===== config.mk =====
export PLATFORM = sky130hd
export DESIGN_NAME = dino_jump_ctrl_flat
export DESIGN_NICKNAME = d
export VERILOG_FILES = /design/src/rtl/dino_jump_if.sv /design/src/rtl/dino_jump_ctrl.sv /design/src/flat_wrapper.sv
export SDC_FILE = /design/constraint.sdc
export NUM_CORES = 1
export LEC_CHECK = 0
export CORE_ASPECT_RATIO = 0.9
export CORE_MARGIN = 1.5
export CORE_UTILIZATION = 45
export CTS_CLUSTER_SIZE = 14
export DETAILED_ROUTE_END_ITERATION = 8
export HOLD_SLACK_MARGIN = 0.15
export PLACE_DENSITY = 0.61
export SLEW_MARGIN = 0
export SYNTH_ARGS = -nofsm -noshare
export SYNTH_HDL_FRONTEND = slang
export SYNTH_SLANG_ARGS = --single-unit

===== constraint.sdc =====
create_clock -name i_clk -period 5.99 [get_ports i_clk]
set_input_delay 1.797 -clock i_clk [delete_from_list [all_inputs] [get_ports i_clk]]
set_output_delay 1.797 -clock i_clk [all_outputs]
set_load 0.02 [all_outputs]

===== src/rtl/dino_jump_if.sv =====
// Signal bundle between the game logic and the dino vertical-motion controller.
// The controller uses the slave side; the game logic or testbench uses the master side.
interface dino_jump_if #(
    parameter int Y_WIDTH = 8
);
    logic               btn_state;
    logic               tick;
    logic               halt;
    logic [Y_WIDTH-1:0] height;
    logic               airborne;
    logic               jump_start;
    logic               land;

    modport master (
        output btn_state, tick, halt,
        input  height, airborne, jump_start, land
    );

    modport slave (
        input  btn_state, tick, halt,
        output height, airborne, jump_start, land
    );
endinterface


===== src/rtl/dino_jump_ctrl.sv =====
// Dino jump controller: press edge detect, tick-driven IDLE/ASCEND/DESCEND motion with gravity.
// Optional build macro JUMP_BUFFER_EN lets a press made while descending relaunch on the landing tick.
module dino_jump_ctrl #(
    parameter int Y_WIDTH = 8,
    parameter int V_WIDTH = 5,
    parameter int V0      = 10,
    parameter int GRAVITY = 1
) (
    input  logic        i_clk,
    input  logic        i_rst_n,
    dino_jump_if.slave  bus
);
    typedef enum logic [1:0] {IDLE, ASCEND, DESCEND} state_t;

    localparam int                 SW       = (Y_WIDTH > V_WIDTH) ? Y_WIDTH : V_WIDTH;
    localparam logic [V_WIDTH-1:0] V_LAUNCH = V_WIDTH'(V0);
    localparam logic [V_WIDTH-1:0] V_GRAV   = V_WIDTH'(GRAVITY);
    localparam logic [Y_WIDTH:0]   Y_MAX    = {1'b0, {Y_WIDTH{1'b1}}};
    localparam logic [V_WIDTH:0]   V_MAX    = {1'b0, {V_WIDTH{1'b1}}};

    state_t             state;
    logic               btn_q;
    logic               pending;
    logic [V_WIDTH-1:0] vel;
    logic [Y_WIDTH-1:0] height;
    logic               airborne;
    logic               jump_start;
    logic               land;

    logic               press;
    logic [Y_WIDTH:0]   rise_sum;
    logic [Y_WIDTH-1:0] rise_height;
    logic [V_WIDTH:0]   fall_sum;
    logic [V_WIDTH-1:0] fall;
    logic               lands;
    logic               buffered;

    // Next-step arithmetic is one bit wider than its register so saturation can be detected.
    always_comb begin
        press       = bus.btn_state & ~btn_q;
        rise_sum    = {1'b0, height} + (Y_WIDTH+1)'(vel);
        rise_height = (rise_sum > Y_MAX) ? Y_MAX[Y_WIDTH-1:0] : rise_sum[Y_WIDTH-1:0];
        fall_sum    = {1'b0, vel} + {1'b0, V_GRAV};
        fall        = (fall_sum > V_MAX) ? V_MAX[V_WIDTH-1:0] : fall_sum[V_WIDTH-1:0];
        lands       = SW'(fall) >= SW'(height);
`ifdef JUMP_BUFFER_EN
        buffered    = pending | press;
`else
        buffered    = 1'b0;
`endif
    end

    always_ff @(posedge i_clk or negedge i_rst_n) begin
        if (!i_rst_n) begin
            state      <= IDLE;
            btn_q      <= 1'b0;
            pending    <= 1'b0;
            vel        <= '0;
            height     <= '0;
            airborne   <= 1'b0;
            jump_start <= 1'b0;
            land       <= 1'b0;
        end else begin
            btn_q      <= bus.btn_state;
            jump_start <= 1'b0;
            land       <= 1'b0;
            if (bus.halt) begin
                pending <= 1'b0;
            end else begin
                case (state)
                    IDLE: begin
                        if (bus.tick && (pending || press)) begin
                            state      <= ASCEND;
                            vel        <= V_LAUNCH;
                            pending    <= 1'b0;
                            jump_start <= 1'b1;
                            airborne   <= 1'b1;
                        end else if (press) begin
                            pending <= 1'b1;
                        end
                    end
                    ASCEND: begin
                        if (bus.tick) begin
                            height <= rise_height;
                            if (vel <= V_GRAV) begin
                                vel   <= '0;
                                state <= DESCEND;
                            end else begin
                                vel <= vel - V_GRAV;
                            end
                        end
                    end
                    DESCEND: begin
`ifdef JUMP_BUFFER_EN
                        if (press) pending <= 1'b1;
`endif
                        if (bus.tick) begin
                            if (lands) begin
                                height <= '0;
                                land   <= 1'b1;
                                // A buffered press skips IDLE so the dino never appears grounded.
                                if (buffered) begin
                                    state      <= ASCEND;
                                    vel        <= V_LAUNCH;
                                    pending    <= 1'b0;
                                    jump_start <= 1'b1;
                                end else begin
                                    state    <= IDLE;
                                    vel      <= '0;
                                    pending  <= 1'b0;
                                    airborne <= 1'b0;
                                end
                            end else begin
                                height <= height - Y_WIDTH'(fall);
                                vel    <= fall;
                            end
                        end
                    end
                    default: state <= IDLE;
                endcase
            end
        end
    end

    assign bus.height     = height;
    assign bus.airborne   = airborne;
    assign bus.jump_start = jump_start;
    assign bus.land       = land;
endmodule

===== src/flat_wrapper.sv =====
// flat-port wrapper written by rule: the top's interface ports become plain ports
module dino_jump_ctrl_flat 
#(
    parameter int Y_WIDTH = 8,
    parameter int V_WIDTH = 5,
    parameter int V0      = 10,
    parameter int GRAVITY = 1
)
  (i_clk, i_rst_n, bus_btn_state, bus_tick, bus_halt, bus_height, bus_airborne, bus_jump_start, bus_land);
  dino_jump_if #(.Y_WIDTH(Y_WIDTH)) bus_i ();
  input  logic i_clk;
  input  logic i_rst_n;
  input wire logic [$bits(bus_i.btn_state)-1:0] bus_btn_state;
  input wire logic [$bits(bus_i.tick)-1:0] bus_tick;
  input wire logic [$bits(bus_i.halt)-1:0] bus_halt;
  output wire logic [$bits(bus_i.height)-1:0] bus_height;
  output wire logic [$bits(bus_i.airborne)-1:0] bus_airborne;
  output wire logic [$bits(bus_i.jump_start)-1:0] bus_jump_start;
  output wire logic [$bits(bus_i.land)-1:0] bus_land;
  assign bus_i.btn_state = bus_btn_state;
  assign bus_i.tick = bus_tick;
  assign bus_i.halt = bus_halt;
  assign bus_height = bus_i.height;
  assign bus_airborne = bus_i.airborne;
  assign bus_jump_start = bus_i.jump_start;
  assign bus_land = bus_i.land;
  dino_jump_ctrl #(.Y_WIDTH(Y_WIDTH), .V_WIDTH(V_WIDTH), .V0(V0), .GRAVITY(GRAVITY)) u_core (.i_clk(i_clk), .i_rst_n(i_rst_n), .bus(bus_i));
endmodule

Yosys cells after proc, flatten, opt, wreduce, memory -nomap -nowiden. Index checks and enable logic that the tools add are counted.

Register bits: 20.

Add/sub/neg operators: 4. Magnitude comparators: 4. Equal/unequal tests: 10. Mux-type cells: 33. Bitwise operators: 3. Reductions and logical operators: 12.

Operator list (count): $mux W8 (4); $mux W5 (6); $pmux W8 S2 (1); $pmux W5 S3 (1); $mux W1 (13); $mux W2 (5); $reduce_and A5 Y1 (2); $add A8 B5 Y9 (1); $gt A9 B8 Y1 const B (1); $ge A5 B8 Y1 (1); $reduce_and A4 Y1 (2); $sub A8 B5 Y8 (1); $add A5 B1 Y6 const B (1); $gt A6 B5 Y1 const B (1); $ne A2 B1 Y1 const B (3); $pmux W2 S3 (1); $reduce_and A6 Y1 (1); $reduce_bool A3 Y1 (2); $le A5 B1 Y1 const B (1); $sub A5 B1 Y5 const B (1); $ne A2 B2 Y1 const B (2); $ne A4 B2 Y1 const B (1); $pmux W1 S2 (2); $reduce_bool A2 Y1 (2); other kinds (9) (10).

Logic depth before layout (Yosys ltp).
Word-level depth: 8. Gate-level depth with buffers: 11. Gate-level depth less buffers: 10.

Worst setup path before layout. No wires, ideal clock.

Path type: input port to flip-flop. From: input bus_tick. To: register u_core.vel[2]. Setup time: 0.080 ns. Arrival time: 2.995 ns. Setup slack: 2.915 ns. Stages: 6. Buffers on the path: 1. Cell sequence: buf_6 > or2b_4 > o311ai_4 > or3_4 > or4_1 > o211ai_2.

Longest elaborated chain between the ends: 3.

RTL lines: start: declaration (line flat_wrapper.sv:14) `input wire logic [$bits(bus_i.tick)-1:0] bus_tick;`; $logic_and A1 B1 Y1 (line dino_jump_ctrl.sv:72) `if (bus.tick && (pending || press)) begin`; $ne A2 B1 Y1 (no line); $reduce_and A5 Y1 (no line) (*); end signal: assignment (line dino_jump_ctrl.sv:89) `vel <= vel - V_GRAV;`; end signal: assignment (line dino_jump_ctrl.sv:115) `vel <= fall;`; end: declaration (line dino_jump_ctrl.sv:24) `logic [V_WIDTH-1:0] vel;`.

Every way passes the cells marked *; elsewhere a longest branch is shown, timed or not. A chain may end at the register's enable or synchronous reset.

Worst setup path after layout. Ends and elaborated chain as after synthesis.

==> impl_metrics.yaml <==
die:
  ioPinCount: 16
  floorplan.die_area_um2: 4610
  initial_core_util_pct: 46.6
  core_region_area_um2: 4070
  die_w_um: 71.4
  die_h_um: 64.6
  rows: 22
timing:
  fmax_ghz: 0.289
  final_setup_skew_ns: 0.00322
  post-route-period-util_pct: 57.8
  report.final.slew_viol_count: 0
  post_layout_min_period_ns: 3.46
  tns_ns: 0
  finalSetupViolations: 0
  slew_headroom_pct: 38.6
  setup_repair_after_global_routing_missed_its_margin: "no"
  count_of_endpoints_failing_hold_in_the_final_timing_report: 0
  worst_pin_slew_ns: 0.919
setup_path:
  ff2ff_path_depth: 10
  cp_slowest_cell: "sky130_fd_sc_hd__clkdlybuf4s50_1"
  crit-reg2reg-launch: "u_core.vel[1]"
  required_time_at_the_worst_slack_endpoint_ns: 6.18
  start_kind: "input port"
  r2r-end: "u_core.bus.height[3]"
  worst_setup_path_endpoint: "u_core.vel[2]"
  r2r_setup_slack_ns: 2.83
  critical_path.startpoint: "bus_tick"
  worstSetupEndpointType: "flip-flop"
  critical_path_class: "in -> reg"
  max_stage_delay_ns: 0.64
  cell_chain_critical_path: "clkdlybuf4s50_1, or2b_4, o311ai_4, or3_4, or4_1, o211ai_2"
  worst-endpoint-arrival_ns: 3.65
  worstPathMaxFanout: 9
clocking:
  clock_sinks: 20
  ctsHtreeMaxLevel: 1
  hold_buffers: 0
  clk_buf_depth: 2
  post_cts_buffers: 0
  cts.root.buffer_cell: "sky130_fd_sc_hd__clkbuf_8"
  worst_setup_hold_path_clk_slew_ns: 0.08
  post_cts.resized_instances: 0
  cts_made_buffers: 3
  tritoncts: "yes"
  clock_latency_ns: 0.26
logic_synthesis:
  yosysUniqueCellTypes: 61
  cells_after_synth: 224
  synthesis.area_um2: 1900
  synthArstFlopShare_pct: 100
  synthesis_warnings: 0
  number_of_enable_type_register_cells_in_the_synthesized_netlist: 0
  seq_area_frac_synth_pct: 26.4
  postSynthNetCount: 248
  synth.ff_latch_count: 20
  synth.avg_cell_area_um2: 8.47
  dominantRegCellSynth: "sky130_fd_sc_hd__dfrtp_1"
routing:
  routed_wl_um: 4550
  remaining_drcs: 0
  drt_iter0_drc: 107
  detail_route.first_pass.iterations: 4
  viasPerCell: 6.01
  antenna_left: 0
  avgRoutedWirePerCell_um: 16.0
  via_count: 1708
placement:
  post-place-cells: 281
  place_congestion: 0.842
  numPortBuffers: 15
  place.detailed.hpwl_um: 3510
cells_and_area:
  layout.filler_cells: 418
  final_core_utilization_pct: 51.9
  layout.cells.non_filler: 284
  multiInputGateArea_um2: 1300
  antenna-diode-count: 0
  layout.cells.most_common_list: "21 x sky130_fd_sc_hd__nand2_1, 20 x sky130_fd_sc_hd__a21oi_1, 20 x sky130_fd_sc_hd__dfrtp_1"
  drive_gt1_share_pct: 5.93
  final_common_cell: "sky130_fd_sc_hd__nand2_1"
  final-seq-area_um2: 500
  nNetsFinal: 262
  area_growth_pct: 11.5
job:
  max_cap_violations: 0
pwr:
  power.static_leakage_nw: 0.919
  vdd_ir_drop_max_mv: 0.211
  p_per_area_nw_per_um2: 556
global_route:
  number_of_antenna_violations_at_the_first_check_in_global_routing: 0
  grt_start_max_net_pins: 21
  first_global_vias: 1610
  gr-total-overflow: 0
  grt_use_total_pct: 21.9
  wire_length_of_the_first_global_routing_pass_um: 8030
status:
  run_status: "complete, no violations"
worst_hold_path:
  hold_path.class: "reg -> reg"
  timing.hold.worst.start: "u_core.bus.airborne"
-- worst max-delay path, delay by kind of cell --
family	cells	cell delay (ns)
AOI/OAI and AO/OA	2	0.20
and+or+nand+nor	3	1.01
buffers and inverters	1	0.64
-- per-stage QoR --
step	worst slack [ns]	hold slack [ns]	instance area, um^2	power (mW)
after floorplan	2.92	0.584	1900	0.875
after global placement	2.26	0.526	2070	1.08
after detailed placement	2.26	0.527	2070	1.08
after CTS	2.54	0.549	2110	1.18
after global routing	2.37	0.615	2110	1.31
final	2.53	0.550	2110	1.18
-- synth_stat cells (all sizes together) (3+ instances only) --
master / count / share of area, %
dfrtp: 20 / 26
xnor2: 3 / 1.4
or4: 3 / 1.2
a21oi: 20 / 5.3
nor2: 17 / 3.4
buf: 4 / 1.4
mux2i: 3 / 1.6
a211o: 3 / 1.4
nor2b: 4 / 1.3
ha: 17 / 11
nand2: 21 / 4.2
nor3: 4 / 1.3
o21ai: 16 / 4.4
a21boi: 3 / 1.2
inv: 17 / 3.4
o211ai: 8 / 3.7
nand2b: 5 / 1.6
o221ai: 4 / 1.8
nand3: 5 / 1.3
xor2: 3 / 1.4
-- routing by layer --
metal	part of all wire [%]	up-vias	GRT usage (%)
met3	4.5	2	4.51
li1	-	864	-
met5	0	-	0
met1	51	807	32.0
met2	44	35	34.0
met4	0.31	0	3.37
-- cell type report --
cell class              instances  area share [%]
clock buffers                   3            1.95
well taps                      48            2.84
repair buffers                 15            7.10
multi-input cells             181            61.4
inverters                      17            3.02
flip-flops and latches         20            23.7
-- flip-flops by register name (all words and copies together), names as in the netlist --
signal / cells
u_core.bus.airborne: 1
u_core.bus.height: 8
u_core.bus.land: 1
u_core.vel: 5
u_core.bus.jump_start: 1
u_core.pending: 1
u_core.state: 2
u_core.btn_q: 1
-- how the worst min path moves through the flow --
stage / to / slack, ns / cells past startpoint
finish: u_core.bus.airborne / 0.55 / 2
global route: u_core.bus.airborne / 0.61 / 2
CTS: u_core.bus.airborne / 0.55 / 2
detailed placement: u_core.bus.airborne / 0.53 / 2
global placement: u_core.bus.airborne / 0.53 / 2
floorplan: u_core.vel[4] / 0.58 / 3
-- logic make-up after synthesis --
logic type / Yosys count / synth area share [%]
DFF: 20 / 26.4
buffers and inverters: 23 / 5.14
and+or+nand+nor: 76 / 21.6
AOI/OAI and AO/OA: 77 / 29.2
adders and majority gates: 19 / 13.3
xor gates and xnor gates: 6 / 2.77
muxes: 3 / 1.58
-- power by group --
group          switching [mW]  internal, mW
Clock                  0.0453        0.0448
Combinational           0.447         0.361
Sequential             0.0955         0.182
Power figures use the tool's default switching activity.
